==> config.mk <==
export PLATFORM = sky130hd
export DESIGN_NAME = fifo_rd_sched
export DESIGN_NICKNAME = d
export VERILOG_FILES = /design/src/rtl/fifo_rd_sched_pkg.sv /design/src/rtl/fifo_rd_sched_rr.sv /design/src/rtl/fifo_rd_sched.sv
export SDC_FILE = /design/constraint.sdc
export NUM_CORES = 1
export LEC_CHECK = 0
export CAP_MARGIN = 20
export CORE_ASPECT_RATIO = 1.2
export CORE_MARGIN = 5
export CORE_UTILIZATION = 40
export DETAILED_ROUTE_END_ITERATION = 7
export HOLD_SLACK_MARGIN = 0.1
export PLACE_DENSITY = 0.69
export SLEW_MARGIN = 20
export SYNTH_ARGS = -nofsm -noshare
export SYNTH_HDL_FRONTEND = slang
export SYNTH_HIERARCHICAL = 1
export SYNTH_SLANG_ARGS = --single-unit
==> constraint.sdc <==
create_clock -name rclk -period 5.8 [get_ports rclk]
set_clock_uncertainty 0.15 [all_clocks]
set_input_delay 1.16 -clock rclk [delete_from_list [all_inputs] [get_ports rclk]]
set_output_delay 1.16 -clock rclk [all_outputs]
set_load 0.01 [all_outputs]
==> src/rtl/fifo_rd_sched_pkg.sv <==
// Shared types and default sizing for the FIFO read-port burst scheduler.
package fifo_rd_sched_pkg;

  typedef enum logic {
    IDLE = 1'b0,
    XFER = 1'b1
  } state_e;

  localparam int FRS_NREQ = 4;
  localparam int FRS_LENW = 4;

endpackage

==> src/rtl/fifo_rd_sched_rr.sv <==
// rr_arbiter: round-robin pick among req, searching upward from the index
// after ptr (the last granted requester) and wrapping. Purely combinational.
module rr_arbiter #(
  parameter int NREQ = 4,
  parameter int IDW  = 2
) (
  input  logic [NREQ-1:0] req,
  input  logic [IDW-1:0]  ptr,
  output logic [NREQ-1:0] win_oh,
  output logic [IDW-1:0]  win_idx
);

  // Walk the ring farthest-first so that the nearest requester after ptr
  // is the last writer and therefore wins.
  always_comb begin
    win_oh  = '0;
    win_idx = '0;
    for (int k = NREQ; k >= 1; k--) begin
      if (req[(int'(ptr) + k) % NREQ]) begin
        win_oh  = '0;
        win_oh[(int'(ptr) + k) % NREQ] = 1'b1;
        win_idx = IDW'((int'(ptr) + k) % NREQ);
      end
    end
  end

endmodule

==> src/rtl/fifo_rd_sched.sv <==
// fifo_rd_sched: grants the FIFO read port to one of NREQ requesters for a
// committed burst of len+1 beats. A beat is any XFER cycle with the FIFO
// non-empty. Optional empty-stall timeout is enabled by defining the macro
// FRS_TIMEOUT_EN; without it a burst waits on rempty forever and abort is 0.
module fifo_rd_sched
  import fifo_rd_sched_pkg::*;
#(
  parameter int NREQ = FRS_NREQ,
  parameter int LENW = FRS_LENW,
  parameter int TOUT = 16
) (
  input  logic                 rclk,
  input  logic                 rrst_n,
  input  logic [NREQ-1:0]      req,
  input  logic [NREQ*LENW-1:0] req_len,
  input  logic                 rempty,
  output logic                 rinc,
  output logic [NREQ-1:0]      gnt,
  output logic                 beat_vld,
  output logic                 beat_last,
  output logic [NREQ-1:0]      done,
  output logic                 abort
);

  localparam int IDW = (NREQ > 1) ? $clog2(NREQ) : 1;
  localparam int CW  = LENW + 1;

  state_e          state_q, state_d;
  logic [IDW-1:0]  id_q, id_d;
  logic [IDW-1:0]  ptr_q, ptr_d;
  logic [LENW-1:0] len_q, len_d;
  logic [CW-1:0]   cnt_q, cnt_d;
  logic [NREQ-1:0] win_oh;
  logic [IDW-1:0]  win_idx;

  rr_arbiter #(.NREQ(NREQ), .IDW(IDW)) u_rr (
    .req     (req),
    .ptr     (ptr_q),
    .win_oh  (win_oh),
    .win_idx (win_idx)
  );

`ifdef FRS_TIMEOUT_EN
  localparam int SW = $clog2(TOUT + 1);
  logic [SW-1:0] stall_q, stall_d;
  logic          abort_c;
  assign abort = abort_c;
`else
  assign abort = 1'b0;
`endif

  // The read strobe is the grant itself; a word moves only when non-empty.
  assign beat_vld = rinc & ~rempty;

  // Next-state and outputs: IDLE arbitrates for one cycle, XFER drains the burst.
  always_comb begin
    state_d   = state_q;
    id_d      = id_q;
    ptr_d     = ptr_q;
    len_d     = len_q;
    cnt_d     = cnt_q;
    rinc      = 1'b0;
    gnt       = '0;
    beat_last = 1'b0;
    done      = '0;
`ifdef FRS_TIMEOUT_EN
    stall_d   = stall_q;
    abort_c   = 1'b0;
`endif
    case (state_q)
      IDLE: begin
        if (|req) begin
          state_d = XFER;
          id_d    = win_idx;
          ptr_d   = win_idx;
          len_d   = req_len[int'(win_idx)*LENW +: LENW];
          cnt_d   = '0;
`ifdef FRS_TIMEOUT_EN
          stall_d = '0;
`endif
        end
      end
      XFER: begin
        rinc      = 1'b1;
        gnt[id_q] = 1'b1;
        if (!rempty) begin
`ifdef FRS_TIMEOUT_EN
          stall_d = '0;
`endif
          if (cnt_q == {1'b0, len_q}) begin
            beat_last  = 1'b1;
            done[id_q] = 1'b1;
            state_d    = IDLE;
          end else begin
            cnt_d = cnt_q + CW'(1);
          end
        end
`ifdef FRS_TIMEOUT_EN
        else if (stall_q == SW'(TOUT - 1)) begin
          // TOUT-th consecutive empty cycle: give the port back, flag abort.
          done[id_q] = 1'b1;
          abort_c    = 1'b1;
          state_d    = IDLE;
        end else begin
          stall_d = stall_q + SW'(1);
        end
`endif
      end
      default: state_d = IDLE;
    endcase
  end

  // State registers; pointer resets to the last index so requester 0 wins first.
  always_ff @(posedge rclk or negedge rrst_n) begin
    if (!rrst_n) begin
      state_q <= IDLE;
      id_q    <= '0;
      ptr_q   <= IDW'(NREQ - 1);
      len_q   <= '0;
      cnt_q   <= '0;
    end else begin
      state_q <= state_d;
      id_q    <= id_d;
      ptr_q   <= ptr_d;
      len_q   <= len_d;
      cnt_q   <= cnt_d;
    end
  end

`ifdef FRS_TIMEOUT_EN
  // Consecutive-empty counter, only present when the timeout is built in.
  always_ff @(posedge rclk or negedge rrst_n) begin
    if (!rrst_n) stall_q <= '0;
    else         stall_q <= stall_d;
  end
`endif

endmodule

==> summary.md <==
| Metric | Value |
|---|---|
| Outcome | finished, final reports clean |
| Slew Viols, Final | 0 |
| Max-Cap Viols | 0 |
| Ys Warns | 6 |
| Die H | 67.3 µm |
| CP bufs+invs | 2 |
| P per Cell Area | 453 nW/µm² |
| CP startpoint | rempty |
| Layout area overhead | 33.7% |
| Part of the cycle the worst path needs | 0.728 |
| Rel. slew slack | 0.496 |
| CP top delay family | buffers and inverters |
| Total setup buffers inserted after CTS | 0 |
| TritonCTS Buffers | 3 |
| Hold WS | 384 ps |
| Pre-CTS setup slack | 1570 ps |
| Final Non-Filler Cells | 172 |
| Most common cell after layout, fill and taps aside | clkdlybuf4s50_1 |
| 1st-pass router iterations | 4 |
| Critical path's most frequent cell | clkdlybuf4s50_1 |
| Hold/Removal Path Class | reg2reg |
| Lkg Pwr | 0.000572 µW |
| Crit. End Element | primary output |
| Antenna viol nets, final | 0 |
| Post-Synthesis Cells | 107 |
| Total gr overflow | 0 |
| Hold buffers post-CTS | 0 |
| CTS H-Tree Depth | 1 |
| Commonest non-fill, non-tap cells in the layout | clkdlybuf4s50_1, dfrtp_1, mux2_2 |
| Core ar. | 2580 µm² |
| Gpl congestion | 0.926 |
| CP max stage delay | 570 ps |
| Iter 0 DRT Violations | 16 |
| Critical Path Fanout Max | 8 |
| Starting Density | 0.425 |
| TritonCTS clock tree | built |
| CP max-delay cell | clkdlybuf4s50_1 |
| PortBufs | 33 |
| Final hold vios | 0 |
| Slew at the pin with the worst max-slew slack | 755 ps |
| Routed wire per std cell | 14.8 µm |
| Nets@finish | 165 |
| Die W | 57.8 µm |
| CTS root buf | clkbuf_4 |
| Post-CTS Resized | 0 |
| Vias | 953 |
| Share of layout cells above drive strength 1 | 0.194 |
| IO Pins | 35 |
| Vias per cell | 5.54 |
| Synth Cell Area | 1100 µm² |
| Worst Setup Path Type | in2out |
| Antenna Diode Count | 0 |
| Total power | 664 µW |
| Crit path arrival time | 2910 ps |
| Final min period | 4220 ps |
| Initial antenna violation count | 0 |
| Clk pin slew, worst setup/hold paths | 80 ps |
| Syn_nets | 132 |
| Clk_lat worst skew | 280 ps |
| Full die area | 3890 µm² |
| First-pass GRT wire length | 4320 µm |
| Rows | 20 |
| Reg2reg start | ptr_q[0] |
| Setup_tns | 0 ps |
| Cells along the critical path | clkdlybuf4s50_1 > and2b_1 > nand3_4 > nor3b_1 > clkdlybuf4s50_1 |
| Final setup fails | 0 |
| Total Wirelength | 2540 µm |
| Placed wire-length estimate | 2100 µm |
| Final worst slack | 1580 ps |
| Max VDD drop | 262 µV |
| Crit path launch type | primary input |
| CP required | 4490 ps |
| RSZ-0062 raised after global routing | false |
| Hold Startpoint | len_q[0] |
| Avg Cell Area, Syn | 10.2 µm² |
| Achievable Freq | 237 MHz |
| Clk sinks | 14 |
| Placed cell count | 168 |
| Post-route DRC | 0 |
| Total track usage | 0.143 |
| Vias in the first global route | 1016 |
| Largest net degree at the start of global routing | 19 |
| Clk buf depth | 2 |
-- per-stage QoR --
| stage | utilization | cell area [µm²] |
|---|---|---|
| 2_1_floorplan | - | 1100 |
| 3_3_place_gp | 0.554 | 1430 |
| 3_5_place_dp | 0.554 | 1430 |
| 4_1_cts | 0.568 | 1470 |
| 5_1_grt | 0.568 | 1470 |
| 6_report | 0.568 | 1470 |
-- path summary, 6_finish.rpt --
kind / slack (ps) / cells after the start / endpoint
setup / recovery: 1580 / 5 / done[1]
hold / removal: 380 / 1 / len_q[0]
setup reg to reg: 2880 / 6 / len_q[3]
hold reg to reg: 380 / 1 / len_q[0]
max in group asynchronous: 3970 / 1 / cnt_q[3]
min in group asynchronous: 1110 / 1 / cnt_q[0]
-- metal layers --
metal	global-route usage	vias up	share of wire
li1	-	470	-
met2	0.275	23	0.54
met1	0.150	456	0.39
met4	0.0783	0	0.021
met3	0.0134	4	0.046
met5	0	-	0
-- report_power, final --
part	internal, µW	switching, µW	total [µW]
registers	150	71.1	221
logic	206	167	372
clock network	38.2	32.6	70.9
-- sequential cells by signal (all words and copies together), names as in the netlist --
register  flops
cnt_q         5
ptr_q         2
len_q         4
state_q       1
id_q          2
-- worst reg2reg max path: cells and delay by family, from the launching register on --
family / cells / cell delay, ps
multiplexers: 3 / 1010
flip-flops: 1 / 630
adder cells (fa/ha/maj): 1 / 310
AO/OA/AOI/OAI: 1 / 640
buffers and inverters: 1 / 60
-- area by class of cell --
| type | count | area (µm²) |
|---|---|---|
| fillers | 243 | 1110 |
| multi-input cells | 83 | 686 |
| flip-flops and latches | 14 | 353 |
| repair buffers | 33 | 330 |
| well taps | 33 | 41.3 |
| clock buffers | 4 | 36.3 |
| inverters | 5 | 18.8 |
Power figures use the tool's default switching activity.
==> RTL edit (config.mk and constraints unchanged) <==
Set the package constant `FRS_NREQ` to 2 (it was 4).
--- a/src/rtl/fifo_rd_sched_pkg.sv
+++ b/src/rtl/fifo_rd_sched_pkg.sv
@@ -7,5 +7,5 @@
   } state_e;
 
-  localparam int FRS_NREQ = 4;
+  localparam int FRS_NREQ = 2;
   localparam int FRS_LENW = 4;
 
Ports: changed (resized done, gnt, req and req_len); port bits go from 35 to 21. The function was not compared with the original's and may differ.
==> RTL edit against the original RTL <==
Routed wire length fell by 38%. Critical path depth did not move. Power fell by 38%. Sequential cell count fell by 2. Clock power fell by 5.2%. Synthesized cell count fell by 30%. Area after synthesis fell by 37%. Highest routed layer unchanged. Cell area fell by 37%. Global-route usage fell by 0.67 points. Worst setup slack improved by 0.045 ns. Combinational power fell by 51%.
==> RTL edit: results (changes against the original RTL) <==
| Metric | Value |
|---|---|
| First-pass GRT wire length | `2610 um (-40%)` |
| Clk Latency, worst-skew pair | `about 0.27 ns` |
| Dpl hpwl | `1200 um (-43%)` |
| Antenna cells | `0 (unchanged)` |
| Vias in the first global route | `548 (-46%)` |
| Relative slew margins | `46.4% (-3.2 points)` |
| Maximum VDD drop | `0.195 mV (-26%)` |
| Hold Crit Class | `reg2reg` |
| Clock buffer depth | `2 (unchanged)` |
| Tot GR Track Use | `13.6% (-0.67 points)` |
| Remaining DRCs | `0 (unchanged)` |
| Lkg Pwr | `0.401 nW (-30%)` |
| Routed WL | `1560 um (-38%)` |
| Placed Cells | `108 (-36%)` |
| Data arrival, critical path | `2.87 ns (-0.04 ns)` |
| Syn avg cell area | `9.28 um^2 (-9.4%)` |
| Status | `finished, final reports clean` |
| Clock Tree Root | `clkbuf_4` |
| Net Count, Synth | `89 (-33%)` |
| TritonCTS buffer count | `3 (unchanged)` |
| Port Buffers | `19 (-42%)` |
| Iteration-0 DRC Markers | `4 (-12)` |
| Post-CTS Setup Bufs | `0 (unchanged)` |
| Remaining Overflow, GRT | `0 (unchanged)` |
| Cell internal pwr | `0.000254 W (-35%)` |
| Htree depth | `1 (unchanged)` |
| Pins Over Slew Limit | `0 (unchanged)` |
| Gpl congestion | `0.853 (-7.9%)` |
| Reg clk slew, reported paths | `0.08 ns (about the same)` |
| Fill count | `145 (-40%)` |
| Layout cells sized above 1 | `8.51% (-11 points)` |
| Wire per inst | `14.0 um (-5.4%)` |
| Crit-path max FO | `6 (-2)` |
| Resized Gates After CTS | `0 (unchanged)` |
| Drt first pass iters | `4 (unchanged)` |
| Largest regs | `cnt_q (5), len_q (4)` |
| Via count | `590 (-38%)` |
| Yosys Warn Count | `6 (unchanged)` |
| Initial antenna violation count | `0 (unchanged)` |
| Largest net degree at the start of global routing | `14 (-5)` |
==> RTL edit: final cells by class <==
class	count	area share [%]
clock buffers	4	3.92
repair buffers	19	20.6
inverters	3	1.22
multi-input cells	56	39.2
well taps	18	2.44
flip-flops and latches	12	32.6
==> RTL edit: stage by stage <==
stage | area [um^2] | worst slack (ns) | power [W]
after floorplan | 696 | 2.49 | 0.000285
after global placement | 888 | 1.73 | 0.000340
after detailed placement | 888 | 1.65 | 0.000347
after CTS | 925 | 1.62 | 0.000416
after global routing | 925 | 1.53 | 0.000448
final | 925 | 1.62 | 0.000412
==> RTL edit: worst max-delay path, stage by stage <==
cell and delay (ns):
clkdlybuf4s50_1 0.39, nand2b_1 0.22, nor3_1 0.39, and2_1 0.18, clkdlybuf4s50_1 0.53
==> RTL edit: metal layers <==
| metal | wire (um) | global-route usage (%) |
|---|---|---|
| met1 | 661 | 17.0 |
| met5 | 0 | 0 |
| met4 | 35 | 6.92 |
| met3 | 83 | 2.91 |
| met2 | 783 | 21.0 |
==> RTL edit: power by group through the flow <==
stage	Combinational (W)	Clock, W	Sequential [W]
after floorplan	0.000134	0	0.000151
after global placement	0.000181	0	0.000160
after detailed placement	0.000185	0	0.000163
after CTS	0.000186	0.0000696	0.000161
after global routing	0.000206	0.0000749	0.000167
final	0.000184	0.0000672	0.000161
==> RTL edit: final timing paths <==
path | startpoint | end | slack [ns] | depth (start not counted)
max | rempty | done[1] | 1.62 | 5
min | ptr_q$_DFFE_PN1P_ | ptr_q$_DFFE_PN1P_ | 0.32 | 2
max reg2reg | state_q$_DFF_PN0_ | cnt_q[4]$_DFFE_PN0P_ | 4.23 | 4
min reg2reg | ptr_q$_DFFE_PN1P_ | ptr_q$_DFFE_PN1P_ | 0.32 | 2
max in group asynchronous | rrst_n | ptr_q$_DFFE_PN1P_ | 4.05 | 1
min in group asynchronous | rrst_n | state_q$_DFF_PN0_ | 1.09 | 1
